===== src/rtl/lotr_pkg.sv =====
// Ring-wide fabric message opcodes shared by every agent on the ring.
package lotr_pkg;
    typedef enum logic [1:0] {
        RD     = 2'd0,
        RD_RSP = 2'd1,
        WR     = 2'd2,
        WR_RSP = 2'd3
    } t_opcode;
endpackage


===== src/rtl/uart_io_pkg.sv =====
// Shared types for the UART-to-fabric bridge: command bytes, FSM states, request/response records.
package uart_io_pkg;
    import lotr_pkg::*;

    localparam logic [7:0] CMD_WR = 8'h57;  // 'W'
    localparam logic [7:0] CMD_RD = 8'h52;  // 'R'

    typedef enum logic [2:0] {
        S_IDLE, S_ADDR, S_DATA, S_ISSUE_WR, S_ISSUE_RD, S_WAIT_RSP, S_SEND
    } t_cmd_state;

    typedef enum logic [1:0] {RX_IDLE, RX_START, RX_DATA, RX_STOP} t_rx_state;

    typedef struct packed {
        logic        valid;
        t_opcode     opcode;
        logic [1:0]  tid;
        logic [31:0] addr;
        logic [31:0] data;
    } t_c2f_req;

    typedef struct packed {
        logic        valid;
        t_opcode     opcode;
        logic [31:0] addr;
        logic [31:0] data;
    } t_f2c_rsp;
endpackage


===== src/rtl/uart_io_phy.sv =====
// UART character engine: synchronised RX deserializer and TX serializer, one stop bit, no parity.
module uart_io_phy
    import uart_io_pkg::*;
#(
    parameter int CLKS_PER_BIT = 2083,
    parameter int N_DATA_BITS  = 8,
    parameter int LSB_FIRST    = 0
) (
    input  logic                   clk,
    input  logic                   rstn,
    input  logic                   rx_line,
    output logic [N_DATA_BITS-1:0] rx_data,
    output logic                   rx_valid,
    output logic                   rx_frame_err,
    input  logic                   tx_valid,
    input  logic [N_DATA_BITS-1:0] tx_data,
    output logic                   tx_ready,
    output logic                   tx_line
);
    localparam int CW   = $clog2(CLKS_PER_BIT + 1);
    localparam int BW   = $clog2(N_DATA_BITS + 2);
    localparam int HALF = CLKS_PER_BIT / 2;

    logic [2:0]             rx_sync;
    t_rx_state              rx_state;
    logic [CW-1:0]          rx_cnt;
    logic [BW-1:0]          rx_idx;
    logic                   rx_bit;
    logic                   rx_fall;
    logic [N_DATA_BITS-1:0] rx_next;

    // rx_sync[2] is the previous synchronised sample, used only for edge detection
    assign rx_bit  = rx_sync[1];
    assign rx_fall = rx_sync[2] & ~rx_sync[1];
    assign rx_next = (LSB_FIRST != 0) ? {rx_bit, rx_data[N_DATA_BITS-1:1]}
                                      : {rx_data[N_DATA_BITS-2:0], rx_bit};

    always_ff @(posedge clk or negedge rstn) begin
        if (!rstn) begin
            rx_sync      <= 3'b111;
            rx_state     <= RX_IDLE;
            rx_cnt       <= '0;
            rx_idx       <= '0;
            rx_data      <= '0;
            rx_valid     <= 1'b0;
            rx_frame_err <= 1'b0;
        end else begin
            rx_sync      <= {rx_sync[1:0], rx_line};
            rx_valid     <= 1'b0;
            rx_frame_err <= 1'b0;
            unique case (rx_state)
                RX_IDLE: if (rx_fall) begin
                    rx_state <= RX_START;
                    rx_cnt   <= '0;
                end
                RX_START: if (rx_cnt == CW'(HALF - 1)) begin
                    rx_cnt   <= '0;
                    rx_idx   <= '0;
                    rx_state <= rx_bit ? RX_IDLE : RX_DATA;
                end else rx_cnt <= rx_cnt + 1'b1;
                RX_DATA: if (rx_cnt == CW'(CLKS_PER_BIT - 1)) begin
                    rx_cnt  <= '0;
                    rx_data <= rx_next;
                    rx_idx  <= rx_idx + 1'b1;
                    if (rx_idx == BW'(N_DATA_BITS - 1)) rx_state <= RX_STOP;
                end else rx_cnt <= rx_cnt + 1'b1;
                RX_STOP: if (rx_cnt == CW'(CLKS_PER_BIT - 1)) begin
                    rx_state     <= RX_IDLE;
                    rx_valid     <= rx_bit;
                    rx_frame_err <= ~rx_bit;
                end else rx_cnt <= rx_cnt + 1'b1;
                default: rx_state <= RX_IDLE;
            endcase
        end
    end

    logic                   tx_busy;
    logic [N_DATA_BITS:0]   tx_sh;
    logic [BW-1:0]          tx_left;
    logic [CW-1:0]          tx_cnt;
    logic [N_DATA_BITS-1:0] tx_ord;

    // The shifter always emits bit 0 first, so MSB-first data is bit-reversed on load
    always_comb begin
        tx_ord = tx_data;
        if (LSB_FIRST == 0)
            for (int i = 0; i < N_DATA_BITS; i++) tx_ord[i] = tx_data[N_DATA_BITS-1-i];
    end

    assign tx_ready = ~tx_busy;

    always_ff @(posedge clk or negedge rstn) begin
        if (!rstn) begin
            tx_busy <= 1'b0;
            tx_line <= 1'b1;
            tx_sh   <= '0;
            tx_left <= '0;
            tx_cnt  <= '0;
        end else if (!tx_busy) begin
            if (tx_valid) begin
                tx_busy <= 1'b1;
                tx_line <= 1'b0;
                tx_sh   <= {1'b1, tx_ord};
                tx_left <= BW'(N_DATA_BITS + 1);
                tx_cnt  <= '0;
            end
        end else if (tx_cnt == CW'(CLKS_PER_BIT - 1)) begin
            tx_cnt <= '0;
            if (tx_left == '0) tx_busy <= 1'b0;
            else begin
                tx_line <= tx_sh[0];
                tx_sh   <= {1'b0, tx_sh[N_DATA_BITS:1]};
                tx_left <= tx_left - 1'b1;
            end
        end else tx_cnt <= tx_cnt + 1'b1;
    end
endmodule


===== src/rtl/uart_io.sv =====
// UART-to-fabric bridge: host W/R frames become C2F requests; also a fabric target for TX bytes/status.
module uart_io
    import lotr_pkg::*;
    import uart_io_pkg::*;
#(
    parameter int CLKS_PER_BIT = 2083,
    parameter int N_DATA_BITS  = 8,
    parameter int LSB_FIRST    = 0
) (
    input  logic        clk,
    input  logic        rstn,
    input  logic [7:0]  core_id,
    input  logic        uart_master_tx,
    output logic        uart_master_rx,
    input  logic        F2C_ReqValidQ502H,
    input  t_opcode     F2C_ReqOpcodeQ502H,
    input  logic [31:0] F2C_ReqAddressQ502H,
    input  logic [31:0] F2C_ReqDataQ502H,
    output logic        F2C_RspValidQ500H,
    output t_opcode     F2C_RspOpcodeQ500H,
    output logic [31:0] F2C_RspAddressQ500H,
    output logic [31:0] F2C_RspDataQ500H,
    output logic        C2F_ReqValidQ500H,
    output t_opcode     C2F_ReqOpcodeQ500H,
    output logic [1:0]  C2F_ReqThreadIDQ500H,
    output logic [31:0] C2F_ReqAddressQ500H,
    output logic [31:0] C2F_ReqDataQ500H,
    input  logic        C2F_RspValidQ502H,
    input  t_opcode     C2F_RspOpcodeQ502H,
    input  logic [1:0]  C2F_RspThreadIDQ502H,
    input  logic [31:0] C2F_RspDataQ502H,
    input  logic        C2F_RspStall
);
    logic [N_DATA_BITS-1:0] rx_data;
    logic                   rx_valid, rx_frame_err, tx_valid, tx_ready;
    logic [N_DATA_BITS-1:0] tx_data;
    logic [7:0]             rx_byte;

    uart_io_phy #(
        .CLKS_PER_BIT(CLKS_PER_BIT), .N_DATA_BITS(N_DATA_BITS), .LSB_FIRST(LSB_FIRST)
    ) u_phy (
        .clk(clk), .rstn(rstn), .rx_line(uart_master_tx), .rx_data(rx_data),
        .rx_valid(rx_valid), .rx_frame_err(rx_frame_err), .tx_valid(tx_valid),
        .tx_data(tx_data), .tx_ready(tx_ready), .tx_line(uart_master_rx)
    );

    t_cmd_state  state;
    t_c2f_req    c2f_q;
    t_f2c_rsp    f2c_q;
    logic        is_wr, interrupt, buf_full, buf_fire, tx_busy, cmd_busy;
    logic [1:0]  byte_cnt;
    logic [31:0] addr_q, data_q, rdata_q;
    logic [7:0]  buf_data;
    logic        unused_req_data;

    assign rx_byte         = 8'(rx_data);
    assign unused_req_data = ^F2C_ReqDataQ502H[31:8];

    // Read-return bytes own the serializer for the whole 4-byte return
    assign tx_valid = (state == S_SEND) | buf_full;
    assign tx_data  = (state == S_SEND) ? N_DATA_BITS'(rdata_q[31:24]) : N_DATA_BITS'(buf_data);
    assign buf_fire = (state != S_SEND) & buf_full & tx_ready;
    assign tx_busy  = ~tx_ready | buf_full;
    assign cmd_busy = (state != S_IDLE);

    always_ff @(posedge clk or negedge rstn) begin
        if (!rstn) begin
            state     <= S_IDLE;
            c2f_q     <= '0;
            is_wr     <= 1'b0;
            interrupt <= 1'b0;
            byte_cnt  <= '0;
            addr_q    <= '0;
            data_q    <= '0;
            rdata_q   <= '0;
        end else begin
            interrupt <= 1'b0;
            unique case (state)
                S_IDLE: if (rx_valid && (rx_byte == CMD_WR || rx_byte == CMD_RD)) begin
                    is_wr    <= (rx_byte == CMD_WR);
                    byte_cnt <= '0;
                    state    <= S_ADDR;
                end
                S_ADDR: if (rx_frame_err) state <= S_IDLE;
                else if (rx_valid) begin
                    addr_q   <= {addr_q[23:0], rx_byte};
                    byte_cnt <= byte_cnt + 1'b1;
                    if (byte_cnt == 2'd3) begin
                        if (is_wr) state <= S_DATA;
                        else begin
                            c2f_q.valid  <= 1'b1;
                            c2f_q.opcode <= RD;
                            c2f_q.tid    <= 2'd0;
                            c2f_q.addr   <= {addr_q[23:0], rx_byte};
                            c2f_q.data   <= 32'h0;
                            interrupt    <= 1'b1;
                            state        <= S_ISSUE_RD;
                        end
                    end
                end
                S_DATA: if (rx_frame_err) state <= S_IDLE;
                else if (rx_valid) begin
                    data_q   <= {data_q[23:0], rx_byte};
                    byte_cnt <= byte_cnt + 1'b1;
                    if (byte_cnt == 2'd3) begin
                        c2f_q.valid  <= 1'b1;
                        c2f_q.opcode <= WR;
                        c2f_q.tid    <= 2'd0;
                        c2f_q.addr   <= addr_q;
                        c2f_q.data   <= {data_q[23:0], rx_byte};
                        interrupt    <= 1'b1;
                        state        <= S_ISSUE_WR;
                    end
                end
                S_ISSUE_WR, S_ISSUE_RD: if (!C2F_RspStall) begin
                    c2f_q.valid <= 1'b0;
                    state       <= (state == S_ISSUE_WR) ? S_IDLE : S_WAIT_RSP;
                end
                S_WAIT_RSP: if (C2F_RspValidQ502H && C2F_RspOpcodeQ502H == RD_RSP &&
                                C2F_RspThreadIDQ502H == 2'd0) begin
                    rdata_q  <= C2F_RspDataQ502H;
                    byte_cnt <= '0;
                    state    <= S_SEND;
                end
                S_SEND: if (tx_ready) begin
                    rdata_q  <= {rdata_q[23:0], 8'h0};
                    byte_cnt <= byte_cnt + 1'b1;
                    if (byte_cnt == 2'd3) state <= S_IDLE;
                end
                default: state <= S_IDLE;
            endcase
        end
    end

    // Fabric target; a WR byte arriving while the buffer drains replaces it in the same cycle
    always_ff @(posedge clk or negedge rstn) begin
        if (!rstn) begin
            f2c_q    <= '0;
            buf_full <= 1'b0;
            buf_data <= '0;
        end else begin
            f2c_q.valid <= F2C_ReqValidQ502H;
            if (buf_fire) buf_full <= 1'b0;
            if (F2C_ReqValidQ502H) begin
                f2c_q.addr <= F2C_ReqAddressQ502H;
                if (F2C_ReqOpcodeQ502H == WR) begin
                    f2c_q.opcode <= WR_RSP;
                    f2c_q.data   <= 32'h0;
                    if (!buf_full || buf_fire) begin
                        buf_full <= 1'b1;
                        buf_data <= F2C_ReqDataQ502H[7:0];
                    end
                end else begin
                    f2c_q.opcode <= RD_RSP;
                    f2c_q.data   <= {16'h0, core_id, 6'h0, tx_busy, cmd_busy};
                end
            end
        end
    end

    assign C2F_ReqValidQ500H    = c2f_q.valid;
    assign C2F_ReqOpcodeQ500H   = c2f_q.opcode;
    assign C2F_ReqThreadIDQ500H = c2f_q.tid;
    assign C2F_ReqAddressQ500H  = c2f_q.addr;
    assign C2F_ReqDataQ500H     = c2f_q.data;
    assign F2C_RspValidQ500H    = f2c_q.valid;
    assign F2C_RspOpcodeQ500H   = f2c_q.opcode;
    assign F2C_RspAddressQ500H  = f2c_q.addr;
    assign F2C_RspDataQ500H     = f2c_q.data;
endmodule


===== config.mk =====
export PLATFORM = sky130hd
export DESIGN_NAME = uart_io
export DESIGN_NICKNAME = d
export VERILOG_FILES = /design/src/rtl/lotr_pkg.sv /design/src/rtl/uart_io_pkg.sv /design/src/rtl/uart_io_phy.sv /design/src/rtl/uart_io.sv
export SDC_FILE = /design/constraint.sdc
export NUM_CORES = 1
export LEC_CHECK = 0
export ABC_AREA = 1
export BUFFER_PORTS_ARGS = -buffer_cell sky130_fd_sc_hd__buf_2
export CORE_MARGIN = 3
export CORE_UTILIZATION = 50
export CTS_CLUSTER_DIAMETER = 120
export DETAILED_ROUTE_END_ITERATION = 16
export PLACE_DENSITY = 0.77
export SYNTH_ARGS = -nofsm -noshare
export SYNTH_HDL_FRONTEND = slang
export SYNTH_SLANG_ARGS = --single-unit

===== constraint.sdc =====
create_clock -name clk -period 1.6 [get_ports clk]
set_input_delay 0.32 -clock clk [delete_from_list [all_inputs] [get_ports clk]]
set_output_delay 0.32 -clock clk [all_outputs]
set_load 0.005 [all_outputs]

==> results of run 1 <==
[worst paths after layout]
kind / endpoint / cells after the start / slack [ns]
setup / recovery: C2F_ReqDataQ500H[8]$_DFFE_PN0P_ / 10 / -0.12
hold / removal: buf_data[7]$_DFFE_PN0P_ / 3 / 0.02
setup reg to reg: C2F_ReqDataQ500H[8]$_DFFE_PN0P_ / 10 / -0.12
hold reg to reg: u_phy.rx_sync[1]$_DFF_PN1_ / 0 / 0.36
max in group asynchronous: u_phy.tx_line$_DFFE_PN1P_ / 3 / 0.72
min in group asynchronous: addr_q[15]$_DFFE_PN0P_ / 2 / 0.19
[layer usage]
metal  vias to the layer above  track usage
met5                         -            0
met4                         0       0.0950
met3                       115       0.0352
met2                       414        0.413
met1                      5368        0.309
li1                       5243            -
[flip-flops by register name, indices dropped and copies added (netlist names), 2 cells and up, named ones only]
register	count
u_phy.rx_data	8
data_q	24
F2C_RspAddressQ500H	32
u_phy.tx_cnt	12
byte_cnt	2
u_phy.tx_left	4
addr_q	32
u_phy.rx_sync	3
rdata_q	32
u_phy.tx_sh	9
state	3
buf_data	8
F2C_RspOpcodeQ500H	2
C2F_ReqAddressQ500H	32
F2C_RspDataQ500H	10
u_phy.rx_cnt	12
C2F_ReqDataQ500H	32
u_phy.rx_idx	4
[repair_timing]
item,CTS,global route
pin swaps,5,28
resized for setup,42,166
hold buffers,48,0
buffers inserted,10,11
gates cloned,4,13
endpoints found under the hold margin,315,0
setup endpoints to repair,118,168
[per-stage QoR]
stage,cells,cell area (sq um)
2_1_floorplan,1465,12200
3_3_place_gp,1978,14000
3_5_place_dp,1978,14000
4_1_cts,2089,15800
5_1_grt,2111,16500
6_report,2111,16500
[kinds of logic after synthesis]
| kind of cell | share of synthesized area |
|---|---|
| AO/OA/AOI/OAI | 0.125 |
| adder cells (fa/ha/maj) | 0.0124 |
| buffers and inverters | 0.0837 |
| AND/OR/NAND/NOR | 0.211 |
| XOR/XNOR | 0.00721 |
| flip-flops | 0.561 |
| other | 0.000309 |
[where the power goes]
group | internal [W] | switching (W)
Sequential | 0.00709 | 0.000144
Clock | 0.00412 | 0.00267
Combinational | 0.000871 | 0.00130
[synth_stat cells (20+ instances only)]
cell type  count
a21oi_1       25
buf_2         21
buf_4         25
clkbuf_1      39
dfrtp_1      268
inv_1        145
nand2_1      487
nand3_1       61
nor2_1        59
o211ai_1      32
o21ai_0      160
o21ai_1       20
[critical path: cells and delay by family (launching register included)]
family | cells | cell delay, ns
AO/OA/AOI/OAI | 1 | 0.12
buffers and inverters | 4 | 0.49
AND/OR/NAND/NOR | 5 | 0.58
flip-flops | 1 | 0.43
[area by class of cell]
cell class / instances / area, sq um / share of cell area
Sequential cell: 272 / 6810 / 0.412
Multi-Input combinational cell: 954 / 4920 / 0.298
Timing Repair Buffer: 364 / 2850 / 0.172
Clock buffer: 38 / 798 / 0.0483
Inverter: 151 / 578 / 0.0350
Tap cell: 319 / 399 / 0.0241
Clock inverter: 12 / 171 / 0.0104
Antenna cell: 1 / 2.50 / 0.000151
==> impl_metrics.py, run 1 <==
metrics = {
    "run_status": {
        "outcome": "finished, violations left",
        "violations": "setup timing",
    },
    "drt": {
        "vias": 11100,
        "vias_per_cell": 5.28,
        "wl_met1_microns": 13700,
        "drt-pass1-iter-count": 5,
        "routed_wl_microns": 34400,
        "met3_length_microns": 1880,
        "route.detailed.drc": 0,
        "drtIter0Drc": 971,
        "routedWlPerCell_microns": 16.3,
        "wl_met2_microns": 17400,
        "route.top_layer_used": "met4",
        "postRouteAntennaNets": 0,
    },
    "clocking": {
        "cts_buffer_depth": 3,
        "h-tree-depth": 1,
        "cts_sinks": 272,
        "clk_pin_slew_worst_paths_ns": 0.06,
        "cts_tree": "done",
        "clock_latency_ns": 0.55,
        "numCtsBuffers": 28,
        "ctsRootBufferMaster": "clkbuf_16",
    },
    "global_routing": {
        "grt_pass1_wl_microns": 52400,
        "track_usage": 0.240,
        "grt.overflow.total": 0,
        "antenna_found_initial": 1,
        "first_global_vias": 10800,
        "grt_max_degree": 88,
    },
    "job": {
        "maxCapViolations": 0,
    },
    "pwr": {
        "power.leakage_nw": 8.54,
        "total_power_w": 0.0162,
        "ir_drop_uv": 722,
        "p_per_area_nw_per_um2": 980,
    },
    "setup_path": {
        "critPathKind": "flip-flop to flip-flop",
        "cp-end-kind": "flip-flop",
        "cp.required_ns": 2.07,
        "startpoint": "state[1]$_DFFE_PN0P_",
        "path_cells": "nand2_2 -> nand2_2 -> nor2_4 -> inv_2 -> nor3_4 -> buf_6 -> buf_6 -> nand2_8 -> clkbuf_16 -> o21ai_2",
        "cp.arrival_ns": 2.19,
        "slowest_delay_ns": 0.43,
        "start_kind": "flip-flop",
        "cp_max_fo": 6,
        "rr_startpoint": "state[1]$_DFFE_PN0P_",
        "slowest_stage": "dfrtp_2",
    },
    "final_layout": {
        "nets": 1899,
        "layout_common_cells": "nand2_1, dfrtp_1, buf_2",
        "syn2layout_area_growth_pct": 36.0,
        "drive_gt1_frac": 0.274,
        "fin_util": 0.698,
        "final_common_cell": "nand2_1",
        "fillers": 1693,
    },
    "die": {
        "die_w_microns": 162,
        "start_util": 0.513,
        "die_y_microns": 162,
        "ios": 253,
        "num_rows": 56,
        "die-area_sq_um": 26200,
        "coreArea_sq_um": 23700,
    },
    "sta": {
        "finalSetupTns_ns": -5.58,
        "fmax_mhz": 581,
        "finalHoldWorstSlack_ns": 0.0233,
        "rsz0062_at_grt": "true",
        "setup_violations": 90,
        "slew_violations": 0,
        "finalHoldViolations": 0,
        "period_minus_slack_ns": 1.72,
        "fin_skew_ns": 0.0172,
        "setup_slack_ns": -0.120,
        "finalCritPeriodShare": 1.07,
    },
    "yosys": {
        "synth_top_area_share": 0.552,
        "synth_area_leaders": "dfrtp_1, nand2_1, o21ai_0",
        "synth_flop_cell": "dfrtp_1",
        "yosysWarnings": 0,
        "async_flop_share": 1.00,
        "synth_edf_count": 0,
        "ys_seq_area_frac": 0.561,
        "synthesis.area_sq_um": 12200,
        "syn_inst": 1441,
        "ys_ff_latch": 272,
        "synth_area_per_cell_sq_um": 8.43,
        "synth_top_cell_by_area": "dfrtp_1",
        "ys_types": 34,
    },
    "placement": {
        "globalplace.congestion": 0.830,
        "port_buffers": 203,
        "pre_cts_slack_ns": -0.113,
        "hpwlAfterDp_microns": 20100,
    },
    "worst_hold_path": {
        "min_path_type": "input port to flip-flop",
        "hold_start": "F2C_ReqDataQ502H[7]",
    },
}
No activity file was read; power rests on OpenSTA's default activity.
==> run 2, diff against run 1 <==
BUFFER_PORTS_ARGS = -buffer_cell sky130_fd_sc_hd__buf_4   (was -buffer_cell sky130_fd_sc_hd__buf_2)
CORE_UTILIZATION = 51   (was 50)
CTS_BUF_LIST = sky130_fd_sc_hd__clkbuf_8   (was default)
PLACE_DENSITY = 0.78   (was 0.77)
==> run 2 against run 1 <==
  * Final area rose by 0.11%
  * The run still ends with setup timing left
  * Sequential power barely moved
  * Clock skew rose by 0.0058 ns
  * Critical path depth fell by 2
  * Non-clock buffer count fell by 20
  * Register-to-register slack improved by 0.04 ns
  * Maximum frequency rose by 2.5%
  * Die area fell by 1.9%
  * Largest power group unchanged
  * Via count fell by 1.6%
  * Final cell count fell by 0.24%
  * Largest cell class unchanged
  * Routed wire length fell by 1.9%
==> impl_metrics.py, run 2 (synthesized netlist as in run 1, its figures left out) <==
metrics = {
    "run_status": {
        "outcome": "finished, violations left",
        "violations": "setup timing",
    },
    "sta": {
        "slew_violations": 0,
        "rsz0062_at_grt": "true",
        "finalSetupTns_ns": -0.532,
        "period_minus_slack_ns": 1.68,
        "finalCritPeriodShare": 1.05,
        "setup_slack_ns": -0.0772,
        "finalHoldViolations": 0,
        "setup_violations": 28,
        "fmax_mhz": 596,
        "fin_skew_ns": 0.0230,
    },
    "final_layout": {
        "drive_gt1_frac": 0.258,
        "fillers": 1591,
        "syn2layout_area_growth_pct": 36.2,
        "finalInstanceArea_sq_um": 16500,
        "seq_area_sq_um": 6820,
        "diodes": 0,
        "fin_cells": 2106,
        "multi_input_area_sq_um": 4800,
        "final_common_cell": "nand2_1",
        "nets": 1895,
        "layout_common_cells": "nand2_1, dfrtp_1, buf_4",
    },
    "pwr": {
        "power.leakage_nw": 8.47,
        "power_frac_clock": 0.375,
        "ir_drop_uv": 577,
        "p_comb_frac": 0.148,
        "seqPwrFrac": 0.477,
        "p_per_area_nw_per_um2": 921,
        "switching_share": 0.275,
        "cellInternalPower_w": 0.0110,
        "switching_power_w": 0.00419,
    },
    "clocking": {
        "h-tree-depth": 2,
        "cts_tree": "done",
        "cts_sinks": 272,
        "cts_buffer_depth": 3,
        "ctsRootBufferMaster": "clkbuf_8",
        "clock_latency_ns": 0.56,
        "clk_pin_slew_worst_paths_ns": 0.06,
        "numCtsBuffers": 44,
    },
    "placement": {
        "hpwlAfterDp_microns": 20300,
        "dp.cells": 1959,
        "globalplace.congestion": 0.894,
        "placed_area_sq_um": 14400,
        "port_buffers": 203,
    },
    "die": {
        "coreArea_sq_um": 23100,
        "start_util": 0.527,
        "die_y_microns": 160,
        "ios": 253,
        "die_w_microns": 160,
        "die-area_sq_um": 25700,
        "num_rows": 55,
    },
    "worst_hold_path": {
        "min_path_type": "input port to flip-flop",
    },
    "global_routing": {
        "grt.overflow.total": 0,
        "first_global_vias": 10800,
        "track_usage": 0.243,
        "grt_pass1_wl_microns": 52300,
        "grt_max_degree": 65,
        "antenna_found_initial": 0,
    },
    "setup_path": {
        "cp_max_fo": 8,
        "cp-end-kind": "flip-flop",
        "path_cells": "buf_6 -> nand3_2 -> buf_6 -> o22ai_4 -> buf_6 -> clkbuf_16 -> nand2_2 -> o21ai_1",
        "slowest_delay_ns": 0.44,
        "cp.required_ns": 2.07,
        "cp.arrival_ns": 2.15,
        "start_kind": "flip-flop",
        "cp_common_cell": "buf_6",
        "slowest_stage": "dfrtp_2",
        "critPathKind": "flip-flop to flip-flop",
    },
    "drt": {
        "routed_wl_microns": 33800,
        "vias_per_cell": 5.20,
        "drtIter0Drc": 856,
        "vias": 11000,
        "routedWlPerCell_microns": 16.0,
        "drt-pass1-iter-count": 5,
        "postRouteAntennaNets": 0,
        "route.detailed.drc": 0,
    },
    "job": {
        "maxCapViolations": 0,
    },
}
[run 2: cell count changes in the layout (fill, tap and decap cells not counted), sizes merged, moves of 3 or more]
cell,delta
bufinv,-3
clkbuf,+9
clkinvlp,+3
inv,+14
clkinv,-4
buf,-18
[run 2: path summary, 6_finish.rpt]
kind,startpoint,end,slack (ns),cells past startpoint
max in group asynchronous,rstn,u_phy.rx_sync[1]$_DFF_PN1_,0.71,3
max,state[1]$_DFFE_PN0P_,rdata_q[23]$_DFFE_PN0P_,-0.08,8
max reg2reg,state[1]$_DFFE_PN0P_,rdata_q[23]$_DFFE_PN0P_,-0.08,8
min in group asynchronous,rstn,C2F_ReqDataQ500H[12]$_DFFE_PN0P_,0.24,2
min,C2F_RspDataQ502H[4],rdata_q[4]$_DFFE_PN0P_,0.02,3
min reg2reg,u_phy.rx_sync[0]$_DFF_PN1_,u_phy.rx_sync[1]$_DFF_PN1_,0.36,0
[run 2: final cells by class]
class | count | area share
sequential | 272 | 0.412
multi-input combinational | 954 | 0.290
timing repair buffer | 344 | 0.190
clock buffer | 50 | 0.0416
inverter | 151 | 0.0352
tap | 313 | 0.0237
clock inverter | 22 | 0.00779
[run 2: per-stage QoR]
| step | utilization | power [W] | setup WS [ns] | hold WS, ns |
|---|---|---|---|---|
| 6_report | 0.718 | 0.0152 | -0.0772 | 0.0240 |
| 5_1_grt | 0.718 | 0.0159 | -0.148 | 0.0133 |
| 4_1_cts | 0.692 | 0.0148 | -0.0310 | 0.00174 |
| 3_5_place_dp | 0.626 | 0.00898 | -0.118 | 0.228 |
| 3_3_place_gp | 0.626 | 0.00892 | -0.0721 | 0.230 |
| 2_1_floorplan | - | 0.00817 | 0.00829 | 0.0244 |
[run 2: timing repair]
| item | CTS | global route |
|---|---|---|
| buffers inserted | 6 | 10 |
| pin swaps | 4 | 22 |
| resized for setup | 27 | 145 |
| endpoints found under the hold margin | 124 | 0 |
| setup endpoints to repair | 124 | 162 |
| gates cloned | 4 | 7 |
| hold buffers | 49 | 0 |
[run 2: critical path, delay by kind of cell (launching register included)]
family | cells | cell delay [ns]
buffers and inverters | 4 | 0.65
AO/OA/AOI/OAI | 2 | 0.33
flip-flops | 1 | 0.44
AND/OR/NAND/NOR | 2 | 0.18
[run 2: layer usage]
metal  part of all wire  routed length [microns]  vias to the layer above  global-route usage
li1                   -                        -                     5233                   -
met1               0.40                    13600                     5232               0.308
met2               0.50                    16900                      389               0.415
met3              0.060                     2030                      103              0.0469
met4              0.036                     1210                        0              0.0970
met5                  0                        0                        -                   0
[run 2: power by group through the flow]
| stage | registers (W) | logic, W | clock network (W) |
|---|---|---|---|
| finish | 0.00727 | 0.00225 | 0.00571 |
| global route | 0.00729 | 0.00247 | 0.00613 |
| CTS | 0.00723 | 0.00179 | 0.00579 |
| detailed placement | 0.00736 | 0.00162 | 0 |
| global placement | 0.00734 | 0.00158 | 0 |
| floorplan | 0.00734 | 0.000832 | 0 |
==> run 3, diff against run 2 <==
ABC_AREA = default   (was 1)
CORE_UTILIZATION = 57   (was 51)
PLACE_DENSITY = 0.83   (was 0.78)
clock period = 1.55 ns   (was 1.6 ns; I/O delays follow)
==> run 3 against run 2 <==
  * The flow now stops in global routing (5_1_grt)
  * Synthesized cell count down 29%
  * Area after synthesis shrank 1.5%
==> impl_metrics.py, run 3 <==
metrics = {
    "die": {
        "die_w_microns": 151,
        "num_rows": 52,
        "ios": 253,
        "die_y_microns": 151,
        "start_util": 0.586,
    },
    "yosys": {
        "synth_flop_cell": "dfrtp_1",
        "synth_top_cell_by_area": "dfrtp_1",
        "ys_types": 63,
        "synth_edf_count": 0,
        "yosysWarnings": 0,
        "synth_top_area_share": 0.561,
        "syn_inst": 1030,
        "yosysMostFrequentCell": "dfrtp_1",
        "ys_ff_latch": 272,
        "async_flop_share": 1.00,
        "ys_seq_area_frac": 0.569,
        "synth_area_leaders": "dfrtp_1, mux2_2, mux2i_1",
        "synth_area_per_cell_sq_um": 11.6,
        "synthesis.area_sq_um": 12000,
        "synth_common_cells": "dfrtp_1, nand2_1, mux2_2, o21ai_0, clkbuf_1",
    },
    "clocking": {
        "numCtsBuffers": 45,
        "cts_buffer_depth": 3,
        "h-tree-depth": 2,
        "ctsRootBufferMaster": "clkbuf_8",
        "cts_sinks": 272,
    },
    "global_routing": {
        "grt_max_degree": 51,
        "track_usage": 0.661,
        "grt.overflow.total": 4,
    },
    "placement": {
        "port_buffers": 203,
        "pre_cts_slack_ns": -0.711,
        "globalplace.congestion": 0.841,
        "hpwlAfterDp_microns": 20300,
    },
    "sta": {
        "crit_endpoint": "u_phy.rx_cnt[7]$_DFFE_PN0P_/D",
        "worst-ep-kind": "register data pin",
    },
    "run_status": {
        "tool.error": "[ERROR GRT-0232] Routing congestion too high. Check the congestion heatmap in the GUI.",
        "lastStage": "global routing (5_1_grt)",
        "outcome": "aborted with a tool error",
    },
}
run 3: cell types whose count changed after synthesis, moves of 23 or more:
cell / delta
nand2_1: -371
inv_1: -114
mux2_2: +109
o21ai_0: -97
nand3_1: -48
mux2i_1: +44
a22o_1: +40
o211ai_1: -30
a41oi_1: +25
nor2_1: -23
run 3: logic make-up after synthesis:
group	after synthesis	synth area share
flops	272	0.569
simple gates	251	0.102
compound gates	212	0.122
mux	153	0.139
buf+inv	117	0.0454
fa+ha+maj	13	0.0134
xor+xnor	11	0.00805
other cells	1	0.000313
run 3: per-layer routing:
| layer | GRT usage | GRT overflow |
|---|---|---|
| met1 | 0.654 | 0 |
| met2 | 0.850 | 2 |
| met3 | 0.477 | 0 |
| met4 | 0.686 | 2 |
| met5 | 0.105 | 0 |
run 3: stage by stage:
step | util | instance area [sq um] | std cells | hold WS, ns
after floorplan | - | 12400 | 1054 | 0.0144
after global placement | 0.727 | 14900 | 1575 | 0.229
after detailed placement | 0.727 | 14900 | 1575 | 0.232
after CTS | 0.906 | 18500 | 1783 | 0.00217
run 3: timing repair:
item,4_1_cts
endpoints found under the hold margin,133
hold buffers,53
gates resized for setup,246
pin swaps,76
setup endpoints to repair,218
buffers inserted,45
cloned,32
==> run 4, diff against run 3 <==
CORE_UTILIZATION = 40   (was 57)
CTS_BUF_LIST = default   (was sky130_fd_sc_hd__clkbuf_8)
CTS_CLUSTER_DIAMETER = default   (was 120)
PLACE_DENSITY = default   (was 0.83)
PLACE_DENSITY_LB_ADDON = 0.15   (was default)
==> run 4 against run 3 <==
  * The flow now finishes, with violations (setup timing)
  * Area after synthesis unchanged
  * Synthesized cell count did not move
==> impl_metrics.py, run 4 <==
metrics = {
    "run_status": {
        "outcome": "finished, violations left",
        "violations": "setup timing",
    },
    "setup_path": {
        "rr_endpoint": "u_phy.rx_cnt[8]$_DFFE_PN0P_",
        "start_kind": "flip-flop",
        "cp_max_fo": 7,
        "slowest_delay_ns": 0.53,
        "slowest_stage": "or4_4",
        "startpoint": "u_phy.rx_cnt[8]$_DFFE_PN0P_",
        "ff2ff_path_depth": 6,
        "critPathKind": "flip-flop to flip-flop",
        "path_cells": "or4_4 -> o41a_1 -> a221oi_4 -> buf_6 -> nor4_1 -> a311o_1",
        "cp.required_ns": 1.99,
        "cp-end-kind": "flip-flop",
        "cp.arrival_ns": 2.72,
        "rr_startpoint": "u_phy.rx_cnt[8]$_DFFE_PN0P_",
        "r2r_slack_ns": -0.73,
    },
    "sta": {
        "fin_skew_ns": 0.0142,
        "finalHoldViolations": 0,
        "worst_pin_slew_ns": 0.502,
        "period_minus_slack_ns": 2.28,
        "setup_slack_ns": -0.731,
        "rsz0062_at_grt": "true",
        "slew_violations": 0,
        "finalSetupTns_ns": -57.39,
        "setup_violations": 206,
        "fmax_mhz": 438,
        "finalHoldWorstSlack_ns": 0.0608,
        "finalCritPeriodShare": 1.47,
        "slew_headroom": 0.662,
    },
    "drt": {
        "drt-pass1-iter-count": 4,
        "postRouteAntennaNets": 0,
        "vias_per_cell": 5.17,
        "drtIter0Drc": 578,
        "routed_wl_microns": 34800,
        "routedWlPerCell_microns": 18.4,
        "vias": 9808,
        "route.detailed.drc": 0,
    },
    "pwr": {
        "cellInternalPower_w": 0.0160,
        "ir_drop_uv": 1040,
        "seqPwrFrac": 0.367,
        "power_frac_clock": 0.339,
        "p_comb_frac": 0.294,
        "p_per_area_nw_per_um2": 1180,
        "switching_share": 0.296,
        "power.leakage_nw": 9.52,
        "switching_power_w": 0.00674,
    },
    "global_routing": {
        "track_usage": 0.212,
        "grt_max_degree": 58,
        "antenna_found_initial": 1,
        "grt.overflow.total": 0,
        "grt_pass1_wl_microns": 54600,
        "first_global_vias": 10200,
    },
    "die": {
        "num_rows": 62,
        "die-area_sq_um": 32000,
        "die_w_microns": 179,
        "ios": 253,
        "die_y_microns": 179,
        "coreArea_sq_um": 29100,
        "start_util": 0.411,
    },
    "yosys": {
        "synth_area_leaders": "dfrtp_1, mux2_2, mux2i_1",
        "ys_seq_area_frac": 0.569,
        "ys_types": 63,
        "yosysMostFrequentCell": "dfrtp_1",
        "yosysWarnings": 0,
        "synth_area_per_cell_sq_um": 11.6,
        "syn_inst": 1030,
        "synth_common_cells": "dfrtp_1, nand2_1, mux2_2, o21ai_0, clkbuf_1",
        "synth_flop_cell": "dfrtp_1",
        "synth_top_area_share": 0.561,
        "ys_ff_latch": 272,
        "synth_top_cell_by_area": "dfrtp_1",
        "async_flop_share": 1.00,
        "synthesis.area_sq_um": 12000,
        "synth_edf_count": 0,
    },
    "clocking": {
        "cts_buffer_depth": 3,
        "h-tree-depth": 1,
        "clock_latency_ns": 0.56,
        "clk_pin_slew_worst_paths_ns": 0.06,
        "ctsRootBufferMaster": "clkbuf_16",
        "cts_tree": "done",
        "numCtsBuffers": 31,
        "cts_sinks": 272,
    },
    "final_layout": {
        "final_common_cell": "buf_4",
        "diodes": 0,
        "drive_gt1_frac": 0.530,
        "layout_common_cells": "buf_4, dfrtp_1, mux2_2",
        "fin_util": 0.664,
        "nets": 1615,
        "fillers": 2106,
        "syn2layout_area_growth_pct": 61.4,
    },
    "job": {
        "maxCapViolations": 0,
    },
    "placement": {
        "globalplace.congestion": 0.802,
        "port_buffers": 203,
        "hpwlAfterDp_microns": 20000,
    },
    "worst_hold_path": {
        "min_path_type": "input port to flip-flop",
        "hold_path_depth": 3,
        "hold_path_end": "rdata_q[29]$_DFFE_PN0P_",
        "hold_start": "C2F_RspDataQ502H[29]",
    },
}
-- run 4: cell counts after synthesis --
Identical to the previous run, type by type.
-- run 4: cells by family after synthesis --
| group | after synthesis | share of synthesized area |
|---|---|---|
| flops | 272 | 0.569 |
| simple gates | 251 | 0.102 |
| compound gates | 212 | 0.122 |
| mux | 153 | 0.139 |
| buf+inv | 117 | 0.0454 |
| fa+ha+maj | 13 | 0.0134 |
| xor+xnor | 11 | 0.00805 |
| other cells | 1 | 0.000313 |
-- run 4: power groups by stage --
stage | registers (W) | clock network (W) | logic [W]
final | 0.00835 | 0.00771 | 0.00670
after global routing | 0.00843 | 0.00817 | 0.00721
after CTS | 0.00825 | 0.00783 | 0.00632
after detailed placement | 0.00831 | 0 | 0.00449
after global placement | 0.00830 | 0 | 0.00442
after floorplan | 0.00817 | 0 | 0.00268
-- run 4: how the worst max path moves through the flow --
stage / to / slack [ns]
after global routing: u_phy.rx_cnt[8]$_DFFE_PN0P_ / -0.79
after floorplan: u_phy.rx_cnt[2]$_DFFE_PN0P_ / -0.70
after detailed placement: u_phy.rx_cnt[8]$_DFFE_PN0P_ / -0.77
after global placement: u_phy.rx_cnt[8]$_DFFE_PN0P_ / -0.76
final: u_phy.rx_cnt[8]$_DFFE_PN0P_ / -0.73
after CTS: u_phy.rx_cnt[8]$_DFFE_PN0P_ / -0.74
-- run 4: repair_timing --
| action | 4_1_cts | 5_1_grt |
|---|---|---|
| pin swaps | 49 | 76 |
| gates cloned | 29 | 7 |
| hold buffers | 58 | 0 |
| endpoints found under the setup margin | 221 | 222 |
| buffers inserted | 50 | 25 |
| gates resized for setup | 198 | 196 |
| endpoints found under the hold margin | 267 | 0 |
-- run 4: stage by stage --
step                worst slack [ns]  cells  area [sq um]  total power, W
finish                        -0.731   1896         19300          0.0228
global route                  -0.791   1896         19300          0.0238
CTS                           -0.742   1891         18800          0.0224
detailed placement            -0.774   1698         15000          0.0128
global placement              -0.757   1698         15000          0.0127
floorplan                     -0.699   1054         12400          0.0108
-- run 4: area by class of cell --
| cell class | count | area (sq um) | area share |
|---|---|---|---|
| clock buffer | 48 | 920 | 0.0476 |
| clock inverter | 10 | 166 | 0.00862 |
| inverter | 31 | 116 | 0.00603 |
| multi-input combinational | 667 | 6080 | 0.315 |
| sequential | 272 | 6820 | 0.353 |
| tap | 384 | 480 | 0.0249 |
| timing repair buffer | 484 | 4730 | 0.245 |
-- run 4: critical path, delay by kind of cell (launching register included) --
family,cells,cell delay (ns)
AOI/OAI and AO/OA,3,1.01
and+or+nand+nor,2,0.59
DFF,1,0.38
buffers and inverters,1,0.18
-- run 4: per-layer routing --
| layer | wire length [microns] | up-vias | global-route usage |
|---|---|---|---|
| met5 | 17 | - | 0 |
| met4 | 782 | 2 | 0.0536 |
| met3 | 1550 | 58 | 0.0322 |
| li1 | - | 4574 | - |
| met1 | 14600 | 4951 | 0.274 |
| met2 | 17900 | 223 | 0.372 |
